File: config.mk
export PLATFORM = sky130hd
export DESIGN_NAME = hazard_ctrl_flat
export DESIGN_NICKNAME = d
export VERILOG_FILES = /design/src/rtl/hazard_ctrl_if.sv /design/src/rtl/hazard_ctrl.sv /design/src/flat_wrapper.sv
export SDC_FILE = /design/constraint.sdc
export NUM_CORES = 1
export LEC_CHECK = 0
export ABC_CLOCK_PERIOD_IN_PS = 4800
export CAP_MARGIN = 0
export CORE_UTILIZATION = 31
export CTS_BUF_LIST = sky130_fd_sc_hd__clkbuf_2 sky130_fd_sc_hd__clkbuf_4 sky130_fd_sc_hd__clkbuf_8
export DETAILED_ROUTE_END_ITERATION = 8
export PLACE_DENSITY_LB_ADDON = 0.08
export SLEW_MARGIN = 20
export SYNTH_ARGS = -nofsm -noshare
export SYNTH_HDL_FRONTEND = slang
export SYNTH_SLANG_ARGS = --single-unit
export TNS_END_PERCENT = 10
File: constraint.sdc
create_clock -name clk -period 4.8 [get_ports clk]
set_input_delay 1.2 -clock clk [delete_from_list [all_inputs] [get_ports clk]]
set_output_delay 1.2 -clock clk [all_outputs]
set_load 0.05 [all_outputs]
File: src/rtl/hazard_ctrl_if.sv
// Hazard-controller bus: ID/EX/MEM hazard sources in, pipeline hold/flush
// controls and statistics out.
interface hazard_ctrl_if #(
    parameter int CNT_W = 16
);
    logic [4:0]       insrsID;
    logic [4:0]       insrtID;
    logic             usesrtID;
    logic             MemReadEX;
    logic [4:0]       destEX;
    logic             branchtakenEX;
    logic             memwait;
    logic             holdPC;
    logic             holdIFID;
    logic             holdIDEX;
    logic             holdEXMEM;
    logic             flushIFID;
    logic             flushIDEX;
    logic [1:0]       state;
    logic [CNT_W-1:0] stallcnt;
    logic [CNT_W-1:0] flushcnt;
    logic             memtimeout;

    modport master (
        output insrsID, insrtID, usesrtID, MemReadEX, destEX, branchtakenEX, memwait,
        input  holdPC, holdIFID, holdIDEX, holdEXMEM, flushIFID, flushIDEX,
        input  state, stallcnt, flushcnt, memtimeout
    );

    modport slave (
        input  insrsID, insrtID, usesrtID, MemReadEX, destEX, branchtakenEX, memwait,
        output holdPC, holdIFID, holdIDEX, holdEXMEM, flushIFID, flushIDEX,
        output state, stallcnt, flushcnt, memtimeout
    );
endinterface

File: src/rtl/hazard_ctrl.sv
// Pipeline hazard controller for the 5-stage CPU: load-use stalls, taken-branch
// flushes and data-memory waits, with saturating statistics and a timeout flag.
module hazard_ctrl #(
    parameter int CNT_W    = 16,
    parameter int WAIT_MAX = 64
) (
    input logic        clk,
    input logic        reset,
    hazard_ctrl_if.slave hz
);
    localparam int WAIT_W = $clog2(WAIT_MAX + 1);
    localparam logic [WAIT_W-1:0] WAIT_LIM    = WAIT_W'(WAIT_MAX);
    localparam logic [WAIT_W-1:0] WAIT_LIM_M1 = WAIT_W'(WAIT_MAX - 1);

    typedef enum logic [1:0] {
        RUN   = 2'd0,
        LDUSE = 2'd1,
        FLUSH = 2'd2,
        MEMWT = 2'd3
    } state_t;

    state_t            cur_state;
    state_t            next_state;
    logic              load_use;
    logic              hold_pc;
    logic              hold_ifid;
    logic              hold_idex;
    logic              hold_exmem;
    logic              flush_ifid;
    logic              flush_idex;
    logic              branch_flush;
    logic              stall_event;
    logic [CNT_W-1:0]  stall_cnt;
    logic [CNT_W-1:0]  flush_cnt;
    logic [WAIT_W-1:0] wait_cnt;
    logic              mem_timeout;

    always_comb begin
        load_use = hz.MemReadEX && (hz.destEX != 5'd0) &&
                   ((hz.destEX == hz.insrsID) || (hz.usesrtID && (hz.destEX == hz.insrtID)));
    end

    // Memory wait dominates everywhere; the full hazard decision only runs in RUN
    // and on MEMWT release, since LDUSE/FLUSH already have a bubble in flight.
    always_comb begin
        next_state   = RUN;
        hold_pc      = 1'b0;
        hold_ifid    = 1'b0;
        hold_idex    = 1'b0;
        hold_exmem   = 1'b0;
        flush_ifid   = 1'b0;
        flush_idex   = 1'b0;
        branch_flush = 1'b0;
        if (!reset) begin
            if (hz.memwait) begin
                hold_pc    = 1'b1;
                hold_ifid  = 1'b1;
                hold_idex  = 1'b1;
                hold_exmem = 1'b1;
                next_state = MEMWT;
            end else if (cur_state == RUN || cur_state == MEMWT) begin
                if (hz.branchtakenEX) begin
                    flush_ifid   = 1'b1;
                    flush_idex   = 1'b1;
                    branch_flush = 1'b1;
                    next_state   = FLUSH;
                end else if (load_use) begin
                    hold_pc    = 1'b1;
                    hold_ifid  = 1'b1;
                    flush_idex = 1'b1;
                    next_state = LDUSE;
                end
            end
        end
    end

    assign stall_event = hold_pc | hold_ifid | hold_idex | hold_exmem | flush_idex;

    always_ff @(posedge clk) begin
        if (reset) begin
            cur_state   <= RUN;
            stall_cnt   <= '0;
            flush_cnt   <= '0;
            wait_cnt    <= '0;
            mem_timeout <= 1'b0;
        end else begin
            cur_state <= next_state;
            if (stall_event && (stall_cnt != '1)) begin
                stall_cnt <= stall_cnt + 1'b1;
            end
            if (branch_flush && (flush_cnt != '1)) begin
                flush_cnt <= flush_cnt + 1'b1;
            end
            // Timeout fires on the edge where the consecutive count reaches WAIT_MAX.
            if (hz.memwait) begin
                if (wait_cnt != WAIT_LIM) begin
                    wait_cnt <= wait_cnt + 1'b1;
                end
                if (wait_cnt >= WAIT_LIM_M1) begin
                    mem_timeout <= 1'b1;
                end
            end else begin
                wait_cnt <= '0;
            end
        end
    end

    assign hz.holdPC     = hold_pc;
    assign hz.holdIFID   = hold_ifid;
    assign hz.holdIDEX   = hold_idex;
    assign hz.holdEXMEM  = hold_exmem;
    assign hz.flushIFID  = flush_ifid;
    assign hz.flushIDEX  = flush_idex;
    assign hz.state      = cur_state;
    assign hz.stallcnt   = stall_cnt;
    assign hz.flushcnt   = flush_cnt;
    assign hz.memtimeout = mem_timeout;
endmodule

File: src/flat_wrapper.sv
// flat-port wrapper written by rule: the top's interface ports become plain ports
module hazard_ctrl_flat 
#(
    parameter int CNT_W    = 16,
    parameter int WAIT_MAX = 64
)
  (clk, reset, hz_insrsID, hz_insrtID, hz_usesrtID, hz_MemReadEX, hz_destEX, hz_branchtakenEX, hz_memwait, hz_holdPC, hz_holdIFID, hz_holdIDEX, hz_holdEXMEM, hz_flushIFID, hz_flushIDEX, hz_state, hz_stallcnt, hz_flushcnt, hz_memtimeout);
  hazard_ctrl_if #(.CNT_W(CNT_W)) hz_i ();
  input logic clk;
  input logic reset;
  input wire logic [$bits(hz_i.insrsID)-1:0] hz_insrsID;
  input wire logic [$bits(hz_i.insrtID)-1:0] hz_insrtID;
  input wire logic [$bits(hz_i.usesrtID)-1:0] hz_usesrtID;
  input wire logic [$bits(hz_i.MemReadEX)-1:0] hz_MemReadEX;
  input wire logic [$bits(hz_i.destEX)-1:0] hz_destEX;
  input wire logic [$bits(hz_i.branchtakenEX)-1:0] hz_branchtakenEX;
  input wire logic [$bits(hz_i.memwait)-1:0] hz_memwait;
  output wire logic [$bits(hz_i.holdPC)-1:0] hz_holdPC;
  output wire logic [$bits(hz_i.holdIFID)-1:0] hz_holdIFID;
  output wire logic [$bits(hz_i.holdIDEX)-1:0] hz_holdIDEX;
  output wire logic [$bits(hz_i.holdEXMEM)-1:0] hz_holdEXMEM;
  output wire logic [$bits(hz_i.flushIFID)-1:0] hz_flushIFID;
  output wire logic [$bits(hz_i.flushIDEX)-1:0] hz_flushIDEX;
  output wire logic [$bits(hz_i.state)-1:0] hz_state;
  output wire logic [$bits(hz_i.stallcnt)-1:0] hz_stallcnt;
  output wire logic [$bits(hz_i.flushcnt)-1:0] hz_flushcnt;
  output wire logic [$bits(hz_i.memtimeout)-1:0] hz_memtimeout;
  assign hz_i.insrsID = hz_insrsID;
  assign hz_i.insrtID = hz_insrtID;
  assign hz_i.usesrtID = hz_usesrtID;
  assign hz_i.MemReadEX = hz_MemReadEX;
  assign hz_i.destEX = hz_destEX;
  assign hz_i.branchtakenEX = hz_branchtakenEX;
  assign hz_i.memwait = hz_memwait;
  assign hz_holdPC = hz_i.holdPC;
  assign hz_holdIFID = hz_i.holdIFID;
  assign hz_holdIDEX = hz_i.holdIDEX;
  assign hz_holdEXMEM = hz_i.holdEXMEM;
  assign hz_flushIFID = hz_i.flushIFID;
  assign hz_flushIDEX = hz_i.flushIDEX;
  assign hz_state = hz_i.state;
  assign hz_stallcnt = hz_i.stallcnt;
  assign hz_flushcnt = hz_i.flushcnt;
  assign hz_memtimeout = hz_i.memtimeout;
  hazard_ctrl #(.CNT_W(CNT_W), .WAIT_MAX(WAIT_MAX)) u_core (.clk(clk), .reset(reset), .hz(hz_i));
endmodule
==> impl_metrics.tcl, run 1 <==
set metrics [dict create \
    slowest_delay_ns 0.68 \
    use_met2_pct 22.5 \
    area_growth_pct 38.1 \
    gr-total-overflow 0 \
    power.density_nw_per_um2 230 \
    cts_sinks 42 \
    cts_setup_buffers 0 \
    clkTransAtPathRegs_ns 0.08 \
    die_w_um 85.9 \
    peakVddDrop_v 0.000107 \
    yosysMostFrequentCell "dfxtp_1" \
    synth_flop_cell "dfxtp_1" \
    synth_common_cells "dfxtp_1, nor2_1, xor2_1" \
    min_path_type "reg2reg" \
    nFillCells 692 \
    via_count 2034 \
    synth-edff-count 0 \
    min_period_ns 4.44 \
    wl_per_cell_um 12.5 \
    cts_buffers 5 \
    maxCapViolations 0 \
    dr.pass1.iters 4 \
    multi_input_area_um2 1250 \
    drc_errors 0 \
    setup-tns-final_ns 0 \
    total_power_uw 693 \
    end_kind "primary output" \
    critical_path_class "in2out" \
    crit_slowest_cell "o31ai_1" \
    max_slew.worst_pin.slew_ns 0.709 \
    cts_resized 0 \
    ys_seq_area_share_pct 38.6 \
    track_usage_pct 15.3 \
    internal-power_uw 514 \
    clk_latency_ns 0.30 \
    cts_buffer_depth 2 \
    synthTopCellsByArea "dfxtp_1, xor2_1, nor2_1" \
    crit_fanout 5 \
    num_antenna_cells 0 \
    grt_pass1_wl_mm 8.99 \
    setup.worst_path.start_class "input port" \
    ys_seq_elements 42 \
    crit_buf_inv 2 \
    p_sw_uw 179 \
    wirelength_mm 5.19 \
    core_um2 6790 \
    yosys.area.top_type "dfxtp_1" \
    final_cell_count_no_fill 415 \
    synth_top_area_share_pct 38.6 \
    start_util_pct 32.1 \
    first_global_vias 1851 \
    placed_cells 407 \
    fin_skew_ns 0.00740 \
    ys_types 38 \
    hpwl_mm 3.72 \
    yosys_warnings 0 \
    drv_slew 0 \
    fin_nets 343 \
    fp.dieH_um 85.9 \
    path_cells "clkdlybuf4s50_1 > xor2_1 > nor4_2 > a32oi_1 > o31ai_1 > buf_12" \
    seq_area_um2 841 \
    drt_iter0_markers 107 \
    clock-root-buffer "clkbuf_8" \
    ctsHtreeMaxLevel 2 \
    cpLargestDelayFamily "compound AO/OA/AOI/OAI gates" \
    async_flop_share_pct 0 \
    syn_avg_cell_area_um2 8.48 \
    grt_busiest_layer "met2" \
    pwr-share-clk_pct 35.2 \
    met1_usage_pct 21.4 \
    combPwrFrac_pct 13.4 \
    slew_headroom_pct 52.3 \
    leakagePower_uw 0.00102 \
    drive_above_1_share_pct 8.46 \
    port_buffers 61 \
    io_pins 62 \
    timing.fmax_ghz 0.225 \
    num_rows 30 \
    period_share_pct 92.5 \
    synth_cells 257 \
    final_core_util_pct 44.3 \
    swShare_pct 25.9 \
    ctsHoldBuffers 0 \
    finalHoldViolCount 0 \
    status "complete, no violations" \
    rsz0062_at_grt "no" \
    synthesis.area_um2 2180 \
    seq_power_share_pct 51.4 \
    met3_usage_pct 4.52 \
    antenna_left 0 \
    die_area_um2 7370 \
    cp.required_ns 3.60 \
    antenna_found_initial 0 \
    cts_tree "yes" \
    routed_via_density 4.90 \
    place_congestion 0.742 \
    setup_violations 0 \
    grt_max_degree 38 \
    critPathArrivalTime_ns 3.24 \
    synth_fp_nets 282 \
]
==> layer usage <==
metal | share of wire [%] | wire [µm]
met1 | 51 | 2660
met2 | 43 | 2230
met3 | 4.5 | 232
met4 | 1.3 | 68
met5 | 0 | 0
==> worst reg2reg max path: cells and delay by family (launching register included) <==
kind | cells | cell delay [ns]
simple gates | 2 | 0.82
compound gates | 1 | 0.50
mux | 1 | 0.37
flops | 1 | 0.32
xor+xnor | 1 | 0.19
==> registers in the layout (all words and copies together) (netlist names) <==
signal                count
u_core.hz.state           2
u_core.wait_cnt           7
u_core.hz.flushcnt       16
u_core.hz.memtimeout      1
u_core.hz.stallcnt       16
==> layout by cell type, fill, tap and decap left out, drive strengths merged, types with 5 or more instances in the layout <==
cell / count
a21oi: 12
inv: 8
o21ai: 10
o311ai: 6
nand3: 14
nor3: 7
nor4: 8
clkdlybuf4s50: 55
buf: 9
xnor2: 9
nand4: 6
xor2: 18
o31ai: 5
dfxtp: 42
nand2: 17
or3: 9
clkbuf: 7
nor2: 35
==> metrics by stage <==
stage	cell area (µm²)	worst slack [ns]	hold slack, ns
final	3010	0.359	0.477
after global routing	3010	0.160	0.512
after CTS	3010	0.352	0.484
after detailed placement	2910	0.350	0.461
after global placement	2910	0.368	0.451
after floorplan	2180	0.102	0.495
==> final cells by class <==
cell class	count	area share, %
multi-input cells	197	41.7
flip-flops and latches	42	27.9
repair buffers	64	22.2
inverters	8	0.998
well taps	96	3.99
clock buffers	7	2.99
clock inverters	1	0.166
==> final timing paths <==
check	from	slack, ns	end	depth (start not counted)
worst max-delay path	hz_destEX[4]	0.36	hz_holdIFID	6
worst min-delay path	u_core.hz.memtimeout	0.48	u_core.hz.memtimeout	2
worst max register to register	u_core.hz.state[1]	2.48	u_core.hz.stallcnt[11]	5
worst min register to register	u_core.hz.memtimeout	0.48	u_core.hz.memtimeout	2
==> power groups by stage <==
stage | combinational [µW] | sequential [µW] | clock (µW)
6_report | 93.2 | 356 | 244
5_1_grt | 101 | 357 | 268
4_1_cts | 94.1 | 356 | 255
3_5_place_dp | 93.6 | 365 | 0
3_3_place_gp | 94.1 | 365 | 0
2_1_floorplan | 43.8 | 374 | 0
==> cells by family after synthesis <==
family          Yosys count  share of synthesized area [%]
simple gates            115                           27.1
compound gates           45                           14.4
flops                    42                           38.6
xor+xnor                 27                           10.8
buf+inv                  18                           3.85
mux                       6                           2.98
fa+ha+maj                 4                           2.30
No activity file was read; power rests on OpenSTA's default activity.
==> run 2, diff against run 1 <==
--- a/config.mk
+++ b/config.mk
@@ -5,7 +5,6 @@
 export SDC_FILE = /design/constraint.sdc
 export NUM_CORES = 1
 export LEC_CHECK = 0
-export ABC_CLOCK_PERIOD_IN_PS = 4800
 export CAP_MARGIN = 0
 export CORE_UTILIZATION = 31
 export CTS_BUF_LIST = sky130_fd_sc_hd__clkbuf_2 sky130_fd_sc_hd__clkbuf_4 sky130_fd_sc_hd__clkbuf_8
==> results of run 2 <==
The final DEF is identical to that of run 1; final timing and power are the same.
